--- src/rtl/sat_counter_pkg.sv ---
// Shared constants and helpers for the saturating up/down counter.
//   STEP_SIZE_W : width of the encoded step_size input
//   STEP_W      : width of the decoded step (1..8)
//   MIN_WIDTH   : smallest supported counter width
package sat_counter_pkg;

  localparam int unsigned STEP_SIZE_W = 3;
  localparam int unsigned STEP_W      = STEP_SIZE_W + 1;
  localparam int unsigned MIN_WIDTH   = 4;

  // Encoded step_size 0..7 maps to an effective step of 1..8.
  function automatic logic [STEP_W-1:0] decode_step(input logic [STEP_SIZE_W-1:0] step_size);
    return STEP_W'(step_size) + STEP_W'(1);
  endfunction

endpackage

--- src/rtl/sat_counter_next.sv ---
// Combinational next-value arithmetic for the saturating counter.
// Ports:
//   count      : current registered count
//   count_max  : upper saturation limit (up direction only)
//   step       : decoded step, 1..8
//   up_down_n  : 1 = count up, 0 = count down
//   next_count : saturated next value
module sat_counter_next
  import sat_counter_pkg::*;
#(
  parameter int unsigned WIDTH = 8
) (
  input  logic [WIDTH-1:0]  count,
  input  logic [WIDTH-1:0]  count_max,
  input  logic [STEP_W-1:0] step,
  input  logic              up_down_n,
  output logic [WIDTH-1:0]  next_count
);

  localparam int unsigned SUM_W = WIDTH + 1;

  // One extra bit so count + step can never wrap past count_max.
  logic [SUM_W-1:0] sum;
  logic [WIDTH-1:0] step_w;

  assign sum    = {1'b0, count} + SUM_W'(step);
  assign step_w = WIDTH'(step);

  always_comb begin
    next_count = count;
    if (up_down_n) begin
      // A count above a lowered count_max also clamps here.
      if ((count >= count_max) || (sum >= {1'b0, count_max})) begin
        next_count = count_max;
      end else begin
        next_count = sum[WIDTH-1:0];
      end
    end else begin
      // Down direction ignores count_max and floors at zero.
      if (count <= step_w) begin
        next_count = '0;
      end else begin
        next_count = count - step_w;
      end
    end
  end

endmodule

--- src/rtl/sat_counter.sv ---
// Saturating up/down counter with programmable step and upper limit.
// Ports:
//   clk, rst           : clock and asynchronous active-high reset
//   clear              : synchronous clear to zero (beats enable)
//   enable             : count enable; count holds when low
//   up_down_n          : 1 = up, 0 = down
//   step_size          : step encoding, effective step = step_size + 1
//   count_max          : upper saturation limit, may change any cycle
//   count              : registered counter value
//   count_max_reached  : count == count_max (combinational compare)
//   count_zero_reached : count == 0 (combinational compare)
// WIDTH must be at least MIN_WIDTH so a step of 8 fits in the counter.
module sat_counter
  import sat_counter_pkg::*;
#(
  parameter int unsigned WIDTH = 8
) (
  input  logic                   clk,
  input  logic                   rst,
  input  logic                   clear,
  input  logic                   enable,
  input  logic                   up_down_n,
  input  logic [STEP_SIZE_W-1:0] step_size,
  input  logic [WIDTH-1:0]       count_max,
  output logic [WIDTH-1:0]       count,
  output logic                   count_max_reached,
  output logic                   count_zero_reached
);

  logic [STEP_W-1:0] step;
  logic [WIDTH-1:0]  next_count;

  assign step = decode_step(step_size);

  sat_counter_next #(
    .WIDTH (WIDTH)
  ) u_next (
    .count      (count),
    .count_max  (count_max),
    .step       (step),
    .up_down_n  (up_down_n),
    .next_count (next_count)
  );

  // Counter register: reset > clear > enable > hold.
  always_ff @(posedge clk or posedge rst) begin
    if (rst) begin
      count <= '0;
    end else if (clear) begin
      count <= '0;
    end else if (enable) begin
      count <= next_count;
    end
  end

  assign count_max_reached  = (count == count_max);
  assign count_zero_reached = (count == '0);

endmodule

--- config.mk ---
export PLATFORM = sky130hd
export DESIGN_NAME = sat_counter
export DESIGN_NICKNAME = d
export VERILOG_FILES = /design/src/rtl/sat_counter_pkg.sv /design/src/rtl/sat_counter_next.sv /design/src/rtl/sat_counter.sv
export SDC_FILE = /design/constraint.sdc
export NUM_CORES = 1
export LEC_CHECK = 0
export CAP_MARGIN = 30
export CELL_PAD_IN_SITES_DETAIL_PLACEMENT = 1
export CELL_PAD_IN_SITES_GLOBAL_PLACEMENT = 1
export CORE_ASPECT_RATIO = 1.5
export CORE_UTILIZATION = 42
export DETAILED_ROUTE_END_ITERATION = 16
export HOLD_SLACK_MARGIN = 0.12
export PLACE_DENSITY_LB_ADDON = 0.1
export SYNTH_ARGS = -nofsm -noshare
export SYNTH_HDL_FRONTEND = slang
export SYNTH_SLANG_ARGS = --single-unit
--- constraint.sdc ---
create_clock -name clk -period 4.75 [get_ports clk]
set_clock_uncertainty 0.1 [all_clocks]
set_input_delay 1.425 -clock clk [delete_from_list [all_inputs] [get_ports clk]]
set_output_delay 1.425 -clock clk [all_outputs]
set_load 0.02 [all_outputs]
; ---- Yosys cells after proc, flatten, opt, wreduce, memory -nomap -nowiden
; Index checks and enable logic that the tools add are counted.
[totals]
in_bits = 16
reg_bits = 8
latch_bits = 0
mem_count = 0
mem_bits_rw = 0
romBits = 0
[classes]
magnitude_cmp = 3
n_bitwise = 0
reduce_logical = 3
n_eq_ne = 1
n_div = 0
multipliers = 0
n_shift = 0
n_mux = 5
n_addsub = 3
[op_table]
columns = operator, n
row1 = 2-to-1 mux 8 bit, 5
row2 = adder 8 x 4 -> 9 bit, 1
row3 = greater-or-equal comparator 9 x 8 -> 1 bit, 1
row4 = equality test 8 bit, 1
row5 = greater-or-equal comparator 8 bit, 1
row6 = less-or-equal comparator 8 x 4 -> 1 bit, 1
row7 = zero test 8 bit, 1
row8 = subtractor 8 x 4 -> 8 bit, 1
row9 = adder 3 x 1 -> 4 bit (second input constant), 1
row10 = nonzero test 2 bit, 1
row11 = logical OR 1 bit, 1

; ---- Depth between registers and ports, before layout
[logic_depth]
depth_word = 8
mapped_depth = 15
depth_no_buf = 15

; ---- By module
; Synthesis repeated with hierarchy kept, for this count alone.
[unflattened]
cells_unflattened = 168
hier_area_um2 = 1470.2
[modules_own_cells]
columns = module, instances, seq_area_each_um2, area_per_inst_um2, cells_each
row1 = sat_counter_next, 1, 0.0, 1011.0, 123
row2 = sat_counter, 1, 200.2, 459.2, 45

; ---- Worst setup path before layout
; No wires, ideal clock.
[synth_timing]
path_kind = input to register
startpoint = in step_size[0]
endpoint = reg count[4]
cell_stages = 14
required_time_ns = 4.551
setup_time_ns = 0.099
n_path_buf = 1
path_slack_ns = 0.246
arrival_time_ns = 4.305
cell_sequence = ha_1 -> xor2_1 -> ha_1 -> buf_2 -> and2b_2 -> a221oi_1 -> nor2b_1 -> xor2_1 -> ha_1 -> o21a_1 -> o21ai_0 -> o2111ai_4 -> mux2i_1 -> a311oi_1
[synth_via]
elab_chain_cells = 8
elab_cells_between_ends = 11
classes_between = add/sub (3) / order compare (2) / mux (5) / reduce/logical (1)
[synth_lines]
columns = element, line
row1 = from (decl), sat_counter.sv:23  ; input logic [STEP_SIZE_W-1:0] step_size,
row2 = adder 3 x 1 -> 4 bit (*), sat_counter_pkg.sv:13  ; return STEP_W'(step_size) + STEP_W'(1);
row3 = adder 8 x 4 -> 9 bit, sat_counter_next.sv:26  ; assign sum = {1'b0, count} + SUM_W'(step);
row4 = greater-or-equal comparator 9 x 8 -> 1 bit, sat_counter_next.sv:33  ; if ((count >= count_max) || (sum >= {1'b0, count_max})) begin
row5 = logical OR 1 bit, sat_counter_next.sv:33
row6 = 2-to-1 mux 8 bit, sat_counter_next.sv:33
row7 = 2-to-1 mux 8 bit (*), sat_counter_next.sv:31  ; if (up_down_n) begin
row8 = 2-to-1 mux 8 bit (*), sat_counter.sv:51  ; end else if (enable) begin
row9 = 2-to-1 mux 8 bit (*), sat_counter.sv:49  ; end else if (clear) begin
row10 = to (signal assigned), sat_counter.sv:52  ; count <= next_count;
row11 = to (decl), sat_counter.sv:25  ; output logic [WIDTH-1:0] count,
; Mark *: on every way between the ends. The rest lies on a longest branch, timed or not. The select of a mux whose other input is x is not followed.
; A chain may end at the register's enable or synchronous reset.

; ---- Final worst setup path
[layout_timing]
startpoint = in step_size[0]
endpoint = reg count[0]
; Same word-level chain as after synthesis.

==> flow_metrics.py <==
metrics = {
    "outcome": {
        "status": "complete, no violations",
    },
    "global_route": {
        "use_met3": 0.0458,
        "grt_pass1_vias": 1734,
        "antenna_found_initial": 0,
        "grt_first_pass_wirelength_um": 8090,
        "grt_max_degree": 14,
        "grt_remaining_overflow": 0,
        "grtUsageMet2": 0.584,
        "grt_use_met1": 0.296,
        "busiest_layer": "met2",
        "grt_usage": 0.302,
    },
    "route": {
        "drt-initial-drc-count": 35,
        "routed_via_density": 6.09,
        "wl_per_cell_um": 21.5,
        "drt-total-wl_um": 5370,
        "drc_errors": 0,
        "antenna_left": 0,
        "dr.pass1.iters": 4,
        "num_vias": 1523,
    },
    "critical_path": {
        "crit_required_ns": 4.81,
        "rr_startpoint": "count[1]",
        "startpoint": "step_size[0]",
        "path_class": "in2reg",
        "arrival_ns": 4.69,
        "crit_path_max_incr_delay_ns": 0.35,
        "cp_slowest_cell": "ha_1",
        "end_kind": "flop",
        "crit_path_cell_trace": "dlymetal6s2s_1 -> buf_4 -> inv_2 -> ha_4 -> inv_1 -> fa_2 -> nand2b_4 -> a2bb2oi_4 -> buf_4 -> xor2_1 -> ha_1 -> nand2_1 -> nand2_1 -> a31oi_4 -> o2111ai_4 -> buf_6 -> or3_1 -> nand3_1",
        "crit_fanout": 5,
        "cp-start-kind": "input port",
    },
    "timing": {
        "relSlewSlack": 0.588,
        "drv_slew": 0,
        "period_share": 0.974,
        "holdWs_ns": 0.674,
        "max_freq_ghz": 0.216,
        "fin_crit_ns": 4.62,
        "hold_violations": 0,
        "finalSetupViolations": 0,
        "worst_pin_slew_ns": 0.612,
        "setup_tns_ns": 0,
    },
    "die": {
        "die_area_sq_mm": 0.00360,
        "core_sq_mm": 0.00319,
        "pin_count": 26,
        "row_count": 25,
        "die_h_um": 73.0,
        "start_util": 0.442,
        "dieWidth_um": 49.3,
    },
    "clock_tree": {
        "ctsRootBufferMaster": "clkbuf_8",
        "clk_latency_ns": 0.23,
        "numCtsBuffers": 3,
        "holdBufCountCts": 0,
        "clockBufferDepth": 2,
        "clkTransAtPathRegs_ns": 0.04,
        "cts_tree": "done",
        "htree_levels": 1,
        "cts.sinks": 8,
    },
    "layout": {
        "fin_nets": 255,
        "regArea_sq_um": 200,
        "reg_top3": "count (8)",
        "multi_input_area_sq_mm": 0.00125,
        "final_util": 0.644,
        "final_cell_mix": "21 x ha_1, 21 x clkdlybuf4s50_1, 18 x inv_1, 18 x buf_4, 9 x nor2b_1",
        "drive_gt1_frac": 0.243,
        "syn_to_final_growth_pct": 45.7,
        "largest_reg_flops": 8,
        "fillers": 375,
        "diodes": 0,
        "largest-register": "count",
        "design_area_sq_mm": 0.00206,
    },
    "logic_synthesis": {
        "ys_ff_latch": 8,
        "yosys_warnings": 0,
        "async_flop_share": 1.00,
        "syn_nets": 208,
        "synth_edf_count": 0,
        "seq_area_frac_synth": 0.142,
        "syn_area_sq_mm": 0.00141,
        "ys_types": 50,
        "synthFlopType": "dfrtp_1",
        "syn_area_per_cell_sq_um": 8.55,
        "syn_inst": 165,
    },
    "power_and_ir_drop": {
        "p_leak_uw": 0.000967,
        "peakVddDrop_mv": 0.179,
        "p_per_area_mw_per_mm2": 341,
    },
    "place": {
        "gp_congestion": 0.899,
        "placedInstanceArea_sq_mm": 0.00178,
        "place_hpwl_um": 3660,
        "port_buffers": 25,
    },
    "min_path": {
        "hold_class": "reg2reg",
        "min-delay-start": "count[7]",
    },
    "flow_run": {
        "drv_cap": 0,
    },
}
-- metrics by stage --
stage,setup WS [ns],power (uW),std cells
finish,0.126,701,250
global route,-0.00503,745,250
CTS,0.00751,655,248
detailed placement,-0.468,513,238
global placement,-0.314,494,238
floorplan,0.246,365,165
-- critical path: cells and delay by family --
kind	cells	cell delay, ns
buf+inv	6	0.81
xor+xnor	1	0.32
simple gates	5	0.75
compound gates	3	0.54
fa+ha+maj	3	0.83
-- repair_timing --
action | CTS | global route
buffers inserted | 7 | 2
pin swaps | 6 | 10
endpoints found under the setup margin | 8 | 9
resized for setup | 20 | 13
-- final timing paths --
| kind | end | slack [ns] | cells past startpoint |
|---|---|---|---|
| min in group asynchronous | count[2] | 1.36 | 2 |
| worst min register to register | count[7] | 0.67 | 2 |
| worst min-delay path | count[7] | 0.67 | 2 |
| worst max-delay path | count[0] | 0.13 | 18 |
| worst max register to register | count[0] | 1.18 | 14 |
| max in group asynchronous | count[7] | 2.93 | 2 |
-- power by group --
group          switching [uW]  leakage (uW)  internal [uW]
Sequential               33.5      0.000109           79.1
Clock                    29.8     0.0000216           55.2
Combinational             257      0.000837            246
Total                     320      0.000967            380
-- metal layers --
metal  routed length, um  vias to the layer above
met5                   0                        -
met4                 297                        0
met3                 189                       24
met2                2880                       55
met1                2010                      753
li1                    -                      691
-- Yosys cell counts, types with 2 or more instances --
library cell	instances	area, sq um
a211oi_1	2	15.0
a21oi_1	7	35.0
a22oi_1	2	15.0
a31oi_1	2	12.5
a32oi_1	2	17.5
buf_2	2	10.0
clkbuf_1	2	7.51
dfrtp_1	8	200
fa_1	2	40.0
ha_1	25	313
inv_1	19	71.3
mux2i_1	7	70.1
nand2_1	8	30.0
nand2b_1	5	31.3
nand3_1	3	15.0
nand4_1	3	18.8
nor2_1	7	26.3
nor2b_1	9	56.3
nor3_1	2	10.0
o21ai_0	7	35.0
o21bai_1	3	22.5
o22ai_1	2	12.5
or3_1	3	18.8
xnor2_1	3	26.3
xor2_1	5	43.8
-- final cells by class --
class,count,area share
inverter,20,0.0377
multi-input combinational,132,0.606
tap,40,0.0243
timing repair buffer,47,0.214
sequential,8,0.0974
clock buffer,3,0.0201
-- cell families after synthesis --
group	after synthesis	share of synthesized area
AND/OR/NAND/NOR	47	0.186
AO/OA/AOI/OAI	43	0.249
adder cells (fa/ha/maj)	27	0.250
buffers and inverters	25	0.0736
XOR/XNOR	8	0.0496
flip-flops	8	0.142
multiplexers	7	0.0496
Note: power is estimated with default switching activity, not from simulation.
